### src/rtl/bp_fe_ras_stack.sv
// bp_fe_ras_stack: circular return address stack for the front-end PC generator.
// Calls push, returns predict from and pop the top entry; a redirect restores a
// (pointer, count) checkpoint and can repair the entry a wrong-path push clobbered.
// Ports:
//   clk_i, reset_n_i           clock, synchronous active-low reset
//   push_v_i, push_addr_i      call: push return address
//   pop_v_i                    return: pop top entry
//   top_addr_o, top_v_o        predicted return address, stack non-empty
//   pop_underflow_o            pop-only request while empty
//   ckpt_ptr_o, ckpt_cnt_o     pre-update pointer/count for branch metadata
//   restore_*                  redirect checkpoint restore and top-entry repair
module bp_fe_ras_stack #(
   parameter int vaddr_width_p = 39,
   parameter int ras_els_p     = 8,
   localparam int ptr_width_lp = $clog2(ras_els_p),
   localparam int cnt_width_lp = $clog2(ras_els_p + 1)
) (
   input  logic                     clk_i,
   input  logic                     reset_n_i,
   input  logic                     push_v_i,
   input  logic [vaddr_width_p-1:0] push_addr_i,
   input  logic                     pop_v_i,
   output logic [vaddr_width_p-1:0] top_addr_o,
   output logic                     top_v_o,
   output logic                     pop_underflow_o,
   output logic [ptr_width_lp-1:0]  ckpt_ptr_o,
   output logic [cnt_width_lp-1:0]  ckpt_cnt_o,
   input  logic                     restore_v_i,
   input  logic [ptr_width_lp-1:0]  restore_ptr_i,
   input  logic [cnt_width_lp-1:0]  restore_cnt_i,
   input  logic                     restore_top_v_i,
   input  logic [vaddr_width_p-1:0] restore_top_addr_i
);

   localparam logic [cnt_width_lp-1:0] LP_CNT_MAX = cnt_width_lp'(ras_els_p);

   logic [vaddr_width_p-1:0] r_mem [ras_els_p];
   logic [ptr_width_lp-1:0]  r_ptr;
   logic [cnt_width_lp-1:0]  r_cnt;

   logic                     w_empty;
   logic                     w_full;
   logic [ptr_width_lp-1:0]  w_ptr_inc;
   logic [ptr_width_lp-1:0]  w_ptr_dec;
   logic [cnt_width_lp-1:0]  w_restore_cnt;
   logic                     w_do_push;
   logic                     w_do_swap;
   logic                     w_do_pop;

   assign w_empty   = (r_cnt == '0);
   assign w_full    = (r_cnt == LP_CNT_MAX);
   assign w_ptr_inc = r_ptr + ptr_width_lp'(1);
   assign w_ptr_dec = r_ptr - ptr_width_lp'(1);

   // The count port is wider than the stack depth, so clamp it.
   assign w_restore_cnt = (restore_cnt_i > LP_CNT_MAX) ? LP_CNT_MAX
                                                       : restore_cnt_i;

   // Push+pop on an empty stack has nothing to replace, so it acts as a push.
   assign w_do_push = push_v_i & (~pop_v_i | w_empty);
   assign w_do_swap = push_v_i & pop_v_i & ~w_empty;
   assign w_do_pop  = pop_v_i & ~push_v_i & ~w_empty;

   assign top_addr_o      = r_mem[r_ptr];
   assign top_v_o         = ~w_empty;
   assign pop_underflow_o = pop_v_i & ~push_v_i & w_empty;
   assign ckpt_ptr_o      = r_ptr;
   assign ckpt_cnt_o      = r_cnt;

   always_ff @(posedge clk_i) begin
      if (!reset_n_i) begin
         r_ptr <= '0;
         r_cnt <= '0;
         for (int i = 0; i < ras_els_p; i++) begin
            r_mem[i] <= '0;
         end
      end else if (restore_v_i) begin
         r_ptr <= restore_ptr_i;
         r_cnt <= w_restore_cnt;
         if (restore_top_v_i) begin
            r_mem[restore_ptr_i] <= restore_top_addr_i;
         end
      end else if (w_do_push) begin
         r_ptr          <= w_ptr_inc;
         r_mem[w_ptr_inc] <= push_addr_i;
         // When full the oldest entry is overwritten and the count holds.
         if (!w_full) begin
            r_cnt <= r_cnt + cnt_width_lp'(1);
         end
      end else if (w_do_swap) begin
         r_mem[r_ptr] <= push_addr_i;
      end else if (w_do_pop) begin
         // Popped entries stay in memory so a later restore can recover them.
         r_ptr <= w_ptr_dec;
         r_cnt <= r_cnt - cnt_width_lp'(1);
      end
   end

endmodule

### config.mk
export PLATFORM = sky130hd
export DESIGN_NAME = bp_fe_ras_stack
export DESIGN_NICKNAME = d
export VERILOG_FILES = /design/src/rtl/bp_fe_ras_stack.sv
export SDC_FILE = /design/constraint.sdc
export NUM_CORES = 1
export LEC_CHECK = 0
export ABC_AREA = 1
export ABC_CLOCK_PERIOD_IN_PS = 4250
export CORE_MARGIN = 5
export CORE_UTILIZATION = 60
export DETAILED_ROUTE_END_ITERATION = 8
export PLACE_DENSITY = 0.84
export SETUP_SLACK_MARGIN = 0.05
export SYNTH_ARGS = -nofsm -noshare
export SYNTH_HDL_FRONTEND = slang
export SYNTH_SLANG_ARGS = --single-unit
### constraint.sdc
create_clock -name clk_i -period 4.25 [get_ports clk_i]
set_clock_uncertainty 0.05 [all_clocks]
set_input_delay 0.6375 -clock clk_i [delete_from_list [all_inputs] [get_ports clk_i]]
set_output_delay 0.6375 -clock clk_i [all_outputs]
set_load 0.005 [all_outputs]
==> summary.txt <==
Clock tree
  – Hold_buf cts: 0
  – Clock root buffer: clkbuf_16
  – Num CTS Buffers: 30
  – Postcts setup bufs: 0
  – Clock Sinks: 322
  – # H-tree levels: 1
  – CTS max path bufs: 3
  – CTS tree: built
  – Clk_lat worst skew: 0.55 ns
  – Reg clk slew, reported paths: 0.06 ns
  – Cts repair resizes: 0

Worst setup path
  – CP Data Required Time: 3.56 ns
  – R2R depth: 10
  – R2R setup slack: 1.61 ns
  – Crit path capture type: primary output
  – CP startpoint kind: flip-flop
  – Worst Path Arrival: 3.07 ns
  – R2R Path End: r_mem[5][31]
  – Reg-to-Reg Start: ckpt_cnt_o[1]
  – Setup Crit Path Kind: reg2out
  – Highest net fanout along the worst path: 58

Final layout
  – Footprint of the multi-input gates: 4527 um2
  – Final core occ: 0.7126
  – Share of layout cells above drive strength 1: 0.06640
  – Most common cell after layout, fill and taps aside: nor2_1
  – Area delta synth->final: 18.12%
  – Commonest cells after routing, fill and taps aside: 558 x nor2_1, 312 x edfxtp_1, 143 x nand2_1, 138 x clkdlybuf4s50_1, 87 x o21ai_0
  – Final nets: 1597
  – Sequential cell area: 9578 um2
  – FILL cells: 1696
  – Diodes inserted: 0

Place
  – I/O Buffers: 138
  – Post-DP HPWL: 20740 um
  – Routability cong.: 0.9117

Power
  – P_leak: 6.609 nW
  – Final Power: 0.007494 W
  – VDD IR max: 0.3268 mV
  – PwrDens: 436.3 nW/um2

Hold path
  – Worst Hold Class: reg2reg
  – Hold Path End: ckpt_cnt_o[2]
  – Hold path cells: 2
  – Hold_sp: ckpt_cnt_o[2]

STA
  – Final hold viol count: 0
  – Setup TNS: 0 ns
  – # setup viols final: 0
  – Tmin final: 3.754 ns
  – Slew HR: 0.2008
  – Worst-Margin Slew: 1.192 ns
  – Final period util: 0.8834
  – Fin Hold WS: 0.4928 ns
  – RSZ-0062 raised after global routing: no
  – Slew Viols, Final: 0
  – Max Clk Rate: 266.3 MHz

Synthesis
  – Area share of fa/ha/maj cells after synthesis: 0.004818
  – Count of cell types in the netlist: 30
  – Syn avg cell area: 10.42 um2
  – Syn. warnings: 0
  – Top-area cell type share of the netlist area: 0.6443
  – Mapped cell area: 14540 um2
  – Ranking of synthesized cells by area: edfxtp_1 64%, nor2_1 14%, o32ai_1 4.7%
  – Mapped Nets: 1492
  – Seq cells post-synth: 322
  – Mapped Cells: 1396
  – Synth area leader: edfxtp_1
  – Simple-gate share of the synthesized area: 0.1947
  – Combinational family with the most area after synthesis: simple AND/OR/NAND/NOR gates
  – Mux share of post-synthesis cell area: 0.02685
  – Compound-Gate Fraction of Synth Area: 0.08097
  – Register area share after synthesis: 0.6581
  – Xor/xnor share of the synthesized area: 0.001205

Die
  – Die X: 165.7 um
  – Die extent in y: 165.7 um
  – Io pins: 139
  – Die area: 27450 um2
  – Initial Util: 0.6032
  – Rows: 57
  – Core area: 24110 um2

Global routing
  – Pin count of the biggest net entering global routing: 73
  – Global route total overflow: 0
  – GRT Overall Usage: 0.2665
  – Vias in the first global route: 11400
  – Initial antenna violation count: 0
  – Global-route wire length before repair: 59440 um

Route
  – Vias post-DR: 11250
  – DRT Pass-1 Iters: 5
  – Detailed Route Iter0 Violations: 1338
  – Routed wire length: 37530 um
  – DRC viols: 0
  – DRT antenna net count: 0
  – Routed WL per cell: 20.34 um
  – Avg Vias per Cell: 6.095

Run status
  – Status: complete, no violations

Run
  – MaxCap Viol Count: 0
==> state kept, by name (all words and copies together), names as in the netlist, named ones only <==
signal,count
ckpt_ptr_o,3
ckpt_cnt_o,4
r_mem,312
==> where the power goes <==
part | switching, W | internal [W]
clock | 0.00109 | 0.00141
sequential | 0.0000940 | 0.00365
combinational | 0.000725 | 0.000524
total | 0.00191 | 0.00558
==> synthesized netlist by cell type (all sizes together) <==
| library cell | number |
|---|---|
| nor3 | 1 |
| a22o | 1 |
| mux2i | 39 |
| xnor2 | 1 |
| and2b | 1 |
| buf | 48 |
| xor2 | 1 |
| dfxtp | 10 |
| edfxtp | 312 |
| nand4 | 2 |
| nand3 | 12 |
| nor2 | 560 |
| a21oi | 10 |
| ha | 4 |
| o32ai | 78 |
| or2 | 2 |
| nor2b | 1 |
| o21ai | 87 |
| clkbuf | 49 |
| fa | 1 |
| inv | 16 |
| nand2 | 160 |
==> layer usage <==
layer / up-vias / global-route usage / share of wire
li1: 5031 / - / -
met1: 5357 / 0.3523 / 0.36
met2: 759 / 0.4506 / 0.49
met3: 98 / 0.04909 / 0.11
met4: 0 / 0.08859 / 0.028
met5: - / 0 / 0
==> critical path: stages (launching register included) <==
cell and delay (ns):
dfxtp_4 0.75, buf_4 0.46, nor2_1 0.09, o32ai_1 0.40, nand2_1 0.09, nand2_1 0.17
clkdlybuf4s50_1 0.54
==> worst max path at each step <==
stage	startpoint	endpoint	slack, ns	cells past startpoint
detailed placement	restore_v_i	r_mem[5][2]	0.70	11
global placement	restore_v_i	r_mem[5][2]	0.80	11
global route	flip-flop	top_addr_o[27]	0.40	6
finish	flip-flop	top_addr_o[27]	0.50	6
floorplan	restore_v_i	r_mem[5][0]	1.18	12
CTS	flip-flop	top_addr_o[27]	0.56	6
==> cells by family (layout without fill, tap and decap cells) <==
| group | count (synthesis) | after routing |
|---|---|---|
| simple gates | 739 | 739 |
| flops | 322 | 322 |
| xor+xnor | 2 | 2 |
| fa+ha+maj | 5 | 5 |
| mux | 39 | 39 |
| compound gates | 176 | 176 |
| buf+inv | 113 | 238 |
==> cell type report <==
class                   instances  area share
flip-flops and latches        322      0.5576
multi-input cells             961      0.2635
repair buffers                170     0.09950
clock buffers                  47     0.04924
well taps                     324     0.02360
inverters                      16    0.003642
clock inverters                 5    0.002841
==> metrics by stage <==
stage / setup WS, ns / cell area, um2 / cells
2_1_floorplan: 1.181 / 14540 / 1396
3_3_place_gp: 0.7975 / 16280 / 1793
3_5_place_dp: 0.6961 / 16280 / 1793
4_1_cts: 0.5571 / 17180 / 1845
5_1_grt: 0.3953 / 17180 / 1845
6_report: 0.4955 / 17180 / 1845
No activity file was read; power rests on OpenSTA's default activity.
